===== config.mk =====
export PLATFORM = sky130hd
export DESIGN_NAME = pkt_read_ctrl
export DESIGN_NICKNAME = d
export VERILOG_FILES = /design/src/rtl/pkt_read_ctrl.sv
export SDC_FILE = /design/constraint.sdc
export NUM_CORES = 1
export LEC_CHECK = 0
export BUFFER_PORTS_ARGS = -buffer_cell sky130_fd_sc_hd__buf_4
export CAP_MARGIN = 20
export CORE_MARGIN = 2
export CORE_UTILIZATION = 35
export DETAILED_ROUTE_END_ITERATION = 8
export GPL_ROUTABILITY_DRIVEN = 0
export GPL_TIMING_DRIVEN = 0
export SLEW_MARGIN = 15
export SYNTH_ARGS = -nofsm -noshare
export SYNTH_HDL_FRONTEND = slang
export SYNTH_SLANG_ARGS = --single-unit

===== constraint.sdc =====
create_clock -name iclk -period 3.4 [get_ports iclk]
set_input_delay 0.34 -clock iclk [delete_from_list [all_inputs] [get_ports iclk]]
set_output_delay 0.34 -clock iclk [all_outputs]
set_load 0.01 [all_outputs]

===== src/rtl/pkt_read_ctrl.sv =====
// Read-side sequencer for the received-packet store: pops one length per
// packet, issues that packet's byte addresses from a running circular base,
// frames the returned bytes with dv/sop/eop and then holds an inter-frame gap.
module pkt_read_ctrl #(
  parameter int pADDR = 14,
  parameter int pLEN  = 11,
  parameter int pIFG  = 12
) (
  input  logic             iclk,
  input  logic             i_rst,
  input  logic             i_fifo_empty,
  input  logic [pLEN-1:0]  i_fifo_len,
  output logic             o_fifo_rd,
  output logic [pADDR-1:0] o_rd_addr,
  input  logic [7:0]       i_rd_data,
  input  logic             i_tx_ready,
  output logic [7:0]       o_tx_d,
  output logic             o_tx_dv,
  output logic             o_tx_sop,
  output logic             o_tx_eop,
  output logic             o_drop,
  output logic             o_busy
);

  typedef enum logic [1:0] {IDLE, ARM, READ, GAP} state_e;

  // Gap counter runs 0..pIFG inclusive: cycle 0 is the eop byte itself,
  // the following pIFG cycles are the actual quiet time.
  localparam logic [7:0] GAP_END = 8'(pIFG);

  state_e           state_q, state_d;
  logic [pADDR-1:0] base_q, base_d;
  logic [pADDR-1:0] addr_q, addr_d;
  logic [pLEN-1:0]  idx_q, idx_d;
  logic [pLEN-1:0]  r_len_q, r_len_d;
  logic [7:0]       gap_q, gap_d;
  logic             fifo_rd_q, fifo_rd_d;
  logic             dv_q, dv_d;
  logic             sop_q, sop_d;
  logic             eop_q, eop_d;
  logic             drop_q, drop_d;
  logic             last_byte;

  // r_len is never zero while in READ, so r_len-1 cannot underflow there.
  assign last_byte = (idx_q == (r_len_q - pLEN'(1)));

  // State register.
  always_ff @(posedge iclk or negedge i_rst) begin
    if (!i_rst) state_q <= IDLE;
    else        state_q <= state_d;
  end

  // Next-state decode.
  always_comb begin
    state_d = state_q;
    case (state_q)
      IDLE: if (!i_fifo_empty) state_d = ARM;
      ARM: begin
        if (r_len_q == '0)   state_d = IDLE;
        else if (i_tx_ready) state_d = READ;
      end
      READ: if (last_byte) state_d = GAP;
      GAP:  if (gap_q == GAP_END) state_d = IDLE;
      default: state_d = IDLE;
    endcase
  end

  // Datapath and registered-output next values for each state.
  always_comb begin
    base_d    = base_q;
    addr_d    = addr_q;
    idx_d     = idx_q;
    r_len_d   = r_len_q;
    gap_d     = gap_q;
    fifo_rd_d = 1'b0;
    dv_d      = 1'b0;
    sop_d     = 1'b0;
    eop_d     = 1'b0;
    drop_d    = 1'b0;
    case (state_q)
      IDLE: begin
        if (!i_fifo_empty) begin
          // Head is show-ahead: capture it now, pop strobe goes out next cycle.
          r_len_d   = i_fifo_len;
          fifo_rd_d = 1'b1;
        end
      end
      ARM: begin
        if (r_len_q == '0) begin
          drop_d = 1'b1;
        end else if (i_tx_ready) begin
          idx_d  = '0;
          addr_d = base_q;
        end
      end
      READ: begin
        // Flags lag the address by one cycle to line up with the memory data.
        dv_d  = 1'b1;
        sop_d = (idx_q == '0);
        eop_d = last_byte;
        if (last_byte) begin
          base_d = base_q + pADDR'(r_len_q);
          gap_d  = '0;
        end else begin
          idx_d  = idx_q + pLEN'(1);
          addr_d = base_q + pADDR'(idx_q) + pADDR'(1);
        end
      end
      GAP: gap_d = gap_q + 8'd1;
      default: ;
    endcase
  end

  // Datapath and output registers; reset aborts any packet in flight.
  always_ff @(posedge iclk or negedge i_rst) begin
    if (!i_rst) begin
      base_q    <= '0;
      addr_q    <= '0;
      idx_q     <= '0;
      r_len_q   <= '0;
      gap_q     <= '0;
      fifo_rd_q <= 1'b0;
      dv_q      <= 1'b0;
      sop_q     <= 1'b0;
      eop_q     <= 1'b0;
      drop_q    <= 1'b0;
    end else begin
      base_q    <= base_d;
      addr_q    <= addr_d;
      idx_q     <= idx_d;
      r_len_q   <= r_len_d;
      gap_q     <= gap_d;
      fifo_rd_q <= fifo_rd_d;
      dv_q      <= dv_d;
      sop_q     <= sop_d;
      eop_q     <= eop_d;
      drop_q    <= drop_d;
    end
  end

  assign o_fifo_rd = fifo_rd_q;
  assign o_rd_addr = addr_q;
  assign o_tx_d    = i_rd_data;
  assign o_tx_dv   = dv_q;
  assign o_tx_sop  = sop_q;
  assign o_tx_eop  = eop_q;
  assign o_drop    = drop_q;
  assign o_busy    = (state_q != IDLE);

endmodule


==> results of run 1 <==
-- power by group through the flow --
stage                     clock (mW)  combinational (mW)  sequential [mW]
after floorplan                    0                1.11             1.18
after global placement             0                1.45             1.23
after detailed placement           0                1.49             1.24
after CTS                      0.967                1.50             1.23
after global routing           0.992                1.65             1.27
final                          0.940                1.48             1.23
-- Yosys cell counts, types with 3 or more instances --
cell	count
inv_1	22
clkbuf_1	10
mux2_1	3
o211ai_1	6
nand4b_1	3
or3_1	4
xor2_1	14
nor4b_1	3
nand3_1	21
mux2_2	14
nor3_1	11
buf_4	9
xnor2_1	17
or2_2	3
nor2_1	22
o21ai_0	28
dfrtp_1	65
nor2b_1	3
nor4_1	5
nand2b_1	11
nand4_1	6
o21a_1	8
o22ai_1	4
a31oi_1	5
or4_1	6
nand2_1	40
a22o_1	4
a21o_1	5
a211oi_1	4
ha_1	28
o31ai_1	10
mux2i_1	3
a21oi_1	13
-- area by class of cell --
| cell class | instances | area share (%) |
|---|---|---|
| multi-input cells | 344 | 48.4 |
| flip-flops and latches | 65 | 31.3 |
| repair buffers | 42 | 6.07 |
| clock buffers | 12 | 4.94 |
| well taps | 168 | 4.05 |
| plain buffers | 23 | 2.84 |
| inverters | 22 | 1.59 |
| clock inverters | 3 | 0.771 |
-- sequential cells by signal, indices dropped and copies added (netlist names), named ones only --
| signal | count |
|---|---|
| state_q | 1 |
| o_rd_addr | 14 |
| idx_q | 11 |
| o_tx_sop | 1 |
| gap_q | 8 |
| o_tx_eop | 1 |
| o_drop | 1 |
| base_q | 14 |
| r_len_q | 11 |
| o_tx_dv | 1 |
| o_fifo_rd | 1 |
-- final timing paths --
check	endpoint	cells past startpoint	startpoint	slack (ps)
min in group iclk	r_len_q[6]	3	i_fifo_len[6]	210
max in group asynchronous	r_len_q[8]	1	i_rst	2760
min	o_rd_addr[8]	1	i_rst	110
max	o_rd_addr[3]	8	r_len_q[2]	300
max reg2reg	o_rd_addr[3]	8	r_len_q[2]	300
min reg2reg	o_rd_addr[7]	1	o_rd_addr[7]	480
-- worst reg2reg max path, delay by kind of cell, from the launching register on --
| kind | cells | cell delay [ps] |
|---|---|---|
| buffers and inverters | 2 | 510 |
| DFF | 1 | 480 |
| muxes | 1 | 330 |
| and+or+nand+nor | 5 | 1680 |
-- kinds of logic after synthesis --
kind of cell,synth area share (%)
xor+xnor,6.73
flops,37.2
compound gates,17.5
simple gates,19.3
mux,5.07
buf+inv,5.27
fa+ha+maj,8.93
-- placed cells by master (no fill, tap or decap), types with 13 or more instances in the layout --
cell type,n
dfrtp_1,65
buf_4,51
nand2_1,40
o21ai_0,28
ha_1,28
inv_1,22
nor2_1,22
nand3_1,21
xnor2_1,17
xor2_1,14
mux2_2,14
a21oi_1,13
-- layer usage --
metal	global-route usage, %	vias up	wire, um
li1	-	1768	-
met1	23.3	1670	5120
met2	25.8	96	4670
met3	3.71	11	570
met4	5.79	0	163
met5	0	-	0
-- stage by stage --
stage | utilization [%] | hold WS (ps) | setup WS [ps] | cell area [um2]
after floorplan | - | 44.4 | 715 | 4370
after global placement | 40.4 | 459 | 361 | 4890
after detailed placement | 40.4 | 477 | 299 | 4890
after CTS | 42.9 | 152 | 282 | 5190
after global routing | 42.9 | 201 | 77.1 | 5190
final | 42.9 | 113 | 296 | 5190
==> reports/results.ini, run 1 <==
[outcome]
status = finished, final reports clean

[critical_path]
path_cells = or3_4 -> nor3_1 -> nand3_1 -> and4b_1 -> clkbuf_1 -> nor2_4 -> buf_6 -> mux2_1
slowest_delay_ps = 480
path_class = reg2reg
crit_path_start_kind = flop
cp_top_family = simple AND/OR/NAND/NOR gates
cp_max_fo = 10
crit_slowest_cell = dfrtp_1
end_kind = flop
required_ps = 3610
cp_data_arrival_time_ps = 3320
crit_buf_inv = 2

[power]
power.share.clock_pct = 25.7
ir_drop_uv = 513
power_frac_seq_pct = 33.6
p_leak_nw = 2.42
switchingPower_mw = 1.40
switching_share_pct = 38.3
power_frac_comb_pct = 40.6
power_density_nw_per_um2 = 703
p_int_mw = 2.25
finalPower_mw = 3.65

[layout]
areaGrowthSynthToFinish_pct = 18.8
drive_gt1_share_pct = 19.4
fill_cells = 1195
layout.cells.non_filler = 679
fin_nets = 560
diodes = 0
seq_area_um2 = 1630
multiInputGateArea_um2 = 2510

[floorplan]
floorplan.initialDensity_pct = 36.1
core_um2 = 12100
rows = 40
io_pins = 51
die_h_um = 116
die_area_um2 = 13400
dieWidth_um = 116

[sta]
fmax_ghz = 0.322
fin_setup_tns_ps = 0
rsz0062_at_grt = no
finalHoldViolations = 0
setup_viol = 0
clock_skew_ps = 5.86
slew_viol_final = 0
tightest_slew_ps = 825
min_period_ps = 3100
fin_crit_sh_pct = 91.3
slew_headroom_pct = 45.0

[logic_synthesis]
synth.distinct_cells = 67
synth_edf_count = 0
synth_ff_type = dfrtp_1
ys_seq_area_share_pct = 37.2
syn_nets = 507
yosysTopAreaCellShare_pct = 37.2
synth-async-reset-ratio_pct = 100
ys_warn_count = 0
postSynthAreaPerCell_um2 = 9.62
synthCells = 454
ys_ff_latch = 65
synth.area.top_cells = dfrtp_1, ha_1, mux2_2, nand2_1, xnor2_1
syn-cell-area_um2 = 4370
synth_largest_area_cell = dfrtp_1

[route]
routed_via_density = 5.22
firstDrtPassIters = 4
vias = 3545
drt-total-wl_um = 10500
drc_errors = 0
postRouteAntennaNets = 0
wl_per_cell_um = 15.5
drtIter0Drc = 207

[clock_network]
clock_latency_ps = 340
cts_hold_buf = 0
cts-root-buf = clkbuf_16
path_clk_slew_ps = 50
cts_htree_levels = 3
cts_sinks = 65
postCtsSetupBuffers = 0
ctsResizeCount = 0
cts_tree = done
clk_path_buf_depth = 2
numCtsBuffers = 9

[placement]
dp.cells = 664
hpwl_um = 7770
portBuffers = 42

[global_routing]
grt_pass1_vias = 3444
grtUsageTotal_pct = 16.7
grt_start_max_net_pins = 66
gr-total-overflow = 0
grt_pass1_wl_um = 17300
antenna_found_initial = 0

[flow_run]
drv_cap = 0

[hold_path]
hold_class = in2async

Power figures use the tool's default switching activity.
==> run 2: changes to the inputs <==
PLACE_DENSITY = 0.5   (was default)
==> run 2 against run 1 <==
Clock-buffer cell count fell by 1. Utilization rose by 0.67 points. Cell count grew 0.15%. Worst hold slack about the same. Via count fell by 1.1%. Setup slack gained 27 ps. Critical path type unchanged.
==> reports/results.ini, run 2 (same netlist as run 1, synthesis figures left out) <==
[route]
postRouteAntennaNets = 0  ; unchanged
vias = 3507  ; -1.1%
drc_errors = 0  ; unchanged
routed_via_density = 5.16  ; -1.2%
wl_per_cell_um = 15.7  ; +1.2%
drtIter0Drc = 188  ; -9.2%
firstDrtPassIters = 4  ; unchanged
drt-total-wl_um = 10700  ; +1.4%

[power]
switching_share_pct = 36.4  ; -1.9 points
p_leak_nw = 2.46  ; +1.5%
power_density_nw_per_um2 = 740  ; +5.2%
power_frac_seq_pct = 31.4  ; -2.2 points
switchingPower_mw = 1.42  ; +1.5%
ir_drop_uv = 347  ; -32%
finalPower_mw = 3.90  ; +6.9%
power_frac_comb_pct = 38.1  ; -2.5 points
p_int_mw = 2.48  ; +10%
power.share.clock_pct = 30.5  ; +4.8 points

[floorplan]
die_area_um2 = 13400  ; unchanged
dieWidth_um = 116  ; unchanged
rows = 40  ; unchanged
floorplan.initialDensity_pct = 36.1  ; unchanged
core_um2 = 12100  ; unchanged
io_pins = 51  ; unchanged
die_h_um = 116  ; unchanged

[flow_run]
drv_cap = 0  ; unchanged

[sta]
finalHoldViolations = 0  ; unchanged
slew_headroom_pct = 43.9  ; -1.1 points
setup_ws_ps = 323  ; +27.0 ps
hold_ws_ps = 112  ; -0.451 ps
tightest_slew_ps = 842  ; +16.4 ps
fmax_ghz = 0.325  ; +0.88%
slew_viol_final = 0  ; unchanged
fin_setup_tns_ps = 0  ; unchanged
clock_skew_ps = 6.01  ; +0.151 ps
min_period_ps = 3080  ; -27.0 ps
fin_crit_sh_pct = 90.5  ; -0.79 points
rsz0062_at_grt = no
setup_viol = 0  ; unchanged

[clock_network]
cts_sinks = 65  ; unchanged
ctsResizeCount = 0  ; unchanged
cts_htree_levels = 3  ; unchanged
cts_hold_buf = 0  ; unchanged
cts-root-buf = clkbuf_16
cts_tree = done
postCtsSetupBuffers = 0  ; unchanged
clock_latency_ps = 340  ; about the same
numCtsBuffers = 9  ; unchanged
clk_path_buf_depth = 2  ; unchanged
path_clk_slew_ps = 60  ; about the same

[layout]
final_common_cell = dfrtp_1
fin_nets = 560  ; unchanged
layout.cells.non_filler = 680  ; +0.15%
final_cell_mix = dfrtp_1, buf_4, nand2_1, o21ai_0, ha_1
final_area_um2 = 5270  ; +1.6%
seq_area_um2 = 1630  ; unchanged
multiInputGateArea_um2 = 2510  ; unchanged
areaGrowthSynthToFinish_pct = 20.7
final_util_pct = 43.5  ; +0.67 points
drive_gt1_share_pct = 19.7  ; +0.35 points
fill_cells = 1221  ; +2.2%
diodes = 0  ; unchanged

[global_routing]
antenna_found_initial = 0  ; unchanged
gr-total-overflow = 0  ; unchanged
grt_pass1_vias = 3431  ; -0.38%
grt_pass1_wl_um = 17900  ; +3.5%
grt_start_max_net_pins = 66  ; unchanged
grtUsageTotal_pct = 17.4  ; +0.62 points

[placement]
place_ws_ps = 311  ; +12.1 ps
dp.cells = 664  ; unchanged
portBuffers = 42  ; unchanged
place_area_um2 = 4890  ; unchanged
hpwl_um = 8010  ; +3.1%

[critical_path]
required_ps = 3620  ; about the same
path_class = reg2reg
r2r-start = r_len_q[2]
cp_data_arrival_time_ps = 3300  ; -20 ps
crit_buf_inv = 2  ; unchanged
end_kind = flop
cp_top_family = simple AND/OR/NAND/NOR gates
startpoint = r_len_q[2]
crit_slowest_cell = dfrtp_1
crit_path_start_kind = flop
slowest_delay_ps = 470  ; about the same
path_cells = or3_4 -> nor3_1 -> nand3_1 -> and4b_1 -> clkbuf_1 -> nor2_4 -> buf_6 -> mux2_1
cp_max_fo = 10  ; unchanged

[hold_path]
hold_class = in2async

[outcome]
status = finished, final reports clean

==> run 2: cell types whose count changed in the layout (fill, tap and decap cells not counted), sizes merged <==
cell    previous run  this run
clkinv             2         1
clkbuf            22        21
bufinv             1         4
==> run 2: layout make-up <==
type / count / area share (%)
clock inverters: 5 / 2.37
plain buffers: 23 / 2.80
flip-flops and latches: 65 / 30.8
clock buffers: 11 / 4.79
multi-input cells: 344 / 47.7
repair buffers: 42 / 5.98
inverters: 22 / 1.57
well taps: 168 / 3.99
==> run 2: final timing paths <==
path	endpoint	slack, ps	depth (start not counted)
setup / recovery	o_rd_addr[3]	320	8
hold reg to reg	o_rd_addr[6]	470	1
min in group iclk	r_len_q[6]	200	3
setup reg to reg	o_rd_addr[3]	320	8
max in group asynchronous	r_len_q[10]	2750	1
hold / removal	o_rd_addr[3]	110	1
==> run 2: power by group through the flow <==
stage	combinational [mW]	clock (mW)	sequential (mW)
CTS	1.51	1.21	1.23
global route	1.67	1.25	1.26
floorplan	1.11	0	1.18
finish	1.49	1.19	1.23
detailed placement	1.49	0	1.24
global placement	1.48	0	1.23
==> run 2: worst register-to-register path: stages (launching register included) <==
cell and delay [ps]:
dfrtp_1 470, or3_4 450, nor3_1 350, nand3_1 240, and4b_1 290, clkbuf_1 320, nor2_4 310, buf_6 190
mux2_1 330
==> run 2: metal layers <==
layer | up-vias | wire (um) | global-route usage, %
met1 | 1645 | 5370 | 24.2
met5 | - | 0 | 0
met2 | 78 | 4750 | 26.6
met3 | 9 | 406 | 3.71
li1 | 1775 | - | -
met4 | 0 | 144 | 6.27
==> run 3: changes to the inputs <==
ABC_AREA = 1   (was default)
REMOVE_ABC_BUFFERS = 1   (was default)
==> run 3 against run 2 <==
Clock-buffer cell count rose by 1. Global-route usage rose by 1.8 points. Die area rose by 6.9%. Highest routed layer unchanged. Register-to-register slack improved by 130 ps. Synthesized area rose by 7.1%. Setup slack improved by 130 ps. Critical endpoint is now idx_q[3]. First-iteration DRC count rose by 4.3%. Utilization fell by 3.4 points. Power fell by 3.9%. Wire length rose by 20%. Clock power fell by 30%.
==> reports/results.ini, run 3 <==
[logic_synthesis]
synth_fa_ha_area_share_pct = 8.34  ; -0.59 points
ys_ff_latch = 65  ; unchanged
synth_largest_area_cell = dfrtp_1
ys_seq_area_share_pct = 34.8  ; -2.5 points
ys_top_cells_by_count = nand2_1, dfrtp_1, nand3_1, nor2_1, inv_1
yosysTopAreaCellShare_pct = 34.8  ; -2.5 points
synthCells = 671  ; +48%
synth.area.top_cells = dfrtp_1, nand2_1, ha_1, nand3_1, o21ai_0
ys_warn_count = 0  ; unchanged
synth_top_family_by_area = simple AND/OR/NAND/NOR gates
synth_edf_count = 0  ; unchanged
yosys.area_share.xor_xnor_pct = 5.24  ; -1.5 points
synthSimpleGateAreaFrac_pct = 33.2  ; +14 points
synth.most_common_cell = nand2_1
synth_ff_type = dfrtp_1
synth-compound-area-share_pct = 10.5  ; -7.0 points
synth.distinct_cells = 34  ; -49%
synth-async-reset-ratio_pct = 100  ; unchanged
synthMuxAreaShare_pct = 0  ; -5.1 points
syn-cell-area_um2 = 4680  ; +7.1%
postSynthAreaPerCell_um2 = 6.98  ; -28%

[global_routing]
antenna_found_initial = 0  ; unchanged
grtUsageTotal_pct = 19.2  ; +1.8 points
grt_start_max_net_pins = 66  ; unchanged
grt_pass1_wl_um = 21400  ; +20%
gr-total-overflow = 0  ; unchanged
grt_pass1_vias = 4184  ; +22%

[sta]
fin_crit_sh_pct = 86.6  ; -3.9 points
clock_skew_ps = 6.95  ; +0.941 ps
slew_headroom_pct = 37.6  ; -6.2 points
setup_viol = 0  ; unchanged
slew_viol_final = 0  ; unchanged
fmax_ghz = 0.340  ; +4.5%
rsz0062_at_grt = no
finalHoldViolations = 0  ; unchanged
fin_setup_tns_ps = 0  ; unchanged
tightest_slew_ps = 934  ; +92.7 ps
hold_ws_ps = 104  ; -8.55 ps
min_period_ps = 2940  ; -132 ps

[route]
drc_errors = 0  ; unchanged
firstDrtPassIters = 5  ; +1
drtIter0Drc = 196  ; +4.3%
vias = 4378  ; +25%
wl_per_cell_um = 14.7  ; -6.2%
postRouteAntennaNets = 0  ; unchanged
drt-total-wl_um = 12800  ; +20%
routed_via_density = 5.01  ; -2.8%

[floorplan]
io_pins = 51  ; unchanged
core_um2 = 13100  ; +8.5%
dieWidth_um = 120  ; +3.4%
rows = 42  ; +5.0%
floorplan.initialDensity_pct = 35.6  ; -0.45 points
die_h_um = 120  ; +3.4%
die_area_um2 = 14300  ; +6.9%

[critical_path]
cp_data_arrival_time_ps = 3180  ; -120 ps
cp_max_fo = 29  ; +19
required_ps = 3640  ; +20 ps
path_depth = 10  ; +2
crit_path_start_kind = flop
startpoint = r_len_q[1]
ff2ff_setup_slack_ps = 460  ; +130 ps
crit_end = idx_q[3]
reg2reg_to = idx_q[3]
end_kind = flop
cp_top_family = simple AND/OR/NAND/NOR gates
r2r-start = r_len_q[1]
path_cells = inv_1 -> ha_1 -> nand2_1 -> nor2_1 -> nand3_1 -> nor2_1 -> nor2_1 -> nand2_1 -> nand2_2 -> o21ai_0
slowest_delay_ps = 630  ; +160 ps
crit_top_cell = nor2_1
crit_buf_inv = 1  ; -1
r2r_cells = 10  ; +2
path_class = reg2reg
crit_slowest_cell = nand2_1

[clock_network]
path_clk_slew_ps = 60  ; about the same
cts_hold_buf = 0  ; unchanged
cts-root-buf = clkbuf_16
cts_sinks = 65  ; unchanged
clk_path_buf_depth = 2  ; unchanged
numCtsBuffers = 9  ; unchanged
cts_htree_levels = 3  ; unchanged
postCtsSetupBuffers = 0  ; unchanged
ctsResizeCount = 0  ; unchanged
clock_latency_ps = 340  ; about the same
cts_tree = done

[outcome]
status = finished, final reports clean

[layout]
fill_cells = 1383  ; +13%
multiInputGateArea_um2 = 2680  ; +6.7%
layout.cells.non_filler = 873  ; +28%
areaGrowthSynthToFinish_pct = 12.6
diodes = 0  ; unchanged
drive_gt1_share_pct = 9.33  ; -10 points
final_cell_mix = nand2_1, dfrtp_1, nand3_1, nor2_1, inv_1
final_common_cell = nand2_1
seq_area_um2 = 1630  ; unchanged
fin_nets = 745  ; +33%

[power]
ir_drop_uv = 277  ; -20%
p_leak_nw = 2.67  ; +8.5%
power_density_nw_per_um2 = 711  ; -3.9%

[hold_path]
hold_class = in2async

[placement]
dp.cells = 857  ; +29%
portBuffers = 34  ; -19%
hpwl_um = 9410  ; +17%

[flow_run]
drv_cap = 0  ; unchanged

## run 3: cell count changes in the layout (fill, tap and decap cells not counted), sizes merged, moves of 11 or more
cell | previous run | this run
inv | 22 | 61
nand3 | 22 | 64
nand2b | 11 | 0
mux2 | 17 | 0
buf | 55 | 34
nand2 | 40 | 215
nor2 | 23 | 68
o21ai | 29 | 56
## run 3: stage by stage
stage	power [mW]	utilization, %	setup slack (ps)	instance area, um2
floorplan	2.38	-	1290	4540
global placement	2.90	38.2	411	5010
detailed placement	2.94	38.2	350	5020
CTS	3.80	40.1	326	5270
global route	4.11	40.1	123	5270
finish	3.75	40.1	455	5270
## run 3: metal layers
metal	part of all wire (%)	GRT usage (%)	vias up
li1	-	-	2216
met1	47	25.2	2021
met2	46	30.4	113
met3	3.8	3.33	28
met4	3.3	9.63	0
met5	0	0	-
## run 3: cell type report
| cell class | instances | area share [%] |
|---|---|---|
| well taps | 176 | 4.18 |
| clock buffers | 12 | 4.49 |
| inverters | 62 | 4.41 |
| repair buffers | 34 | 4.84 |
| multi-input cells | 520 | 50.9 |
| clock inverters | 4 | 0.380 |
| flip-flops and latches | 65 | 30.8 |
## run 3: worst min-delay path by stage
stage                         to  slack, ps  cells after the start
finish                  gap_q[1]        100                      1
global route            gap_q[1]        190                      1
CTS                     gap_q[0]        140                      1
detailed placement  o_rd_addr[5]        500                      2
global placement    o_rd_addr[6]        490                      2
floorplan              async pin         40                      0
## run 3: cell families after synthesis
| kind of cell | after synthesis |
|---|---|
| and+or+nand+nor | 370 |
| AOI/OAI and AO/OA | 92 |
| buffers and inverters | 86 |
| DFF | 65 |
| adders and majority gates | 30 |
| xor gates and xnor gates | 28 |
## run 3: where the power goes
| part | leakage (nW) | switching [mW] | internal [mW] |
|---|---|---|---|
| Sequential | 0.874 | 0.239 | 0.971 |
| Combinational | 1.67 | 1.12 | 0.585 |
| Clock | 0.130 | 0.346 | 0.488 |
| Total | 2.67 | 1.71 | 2.04 |
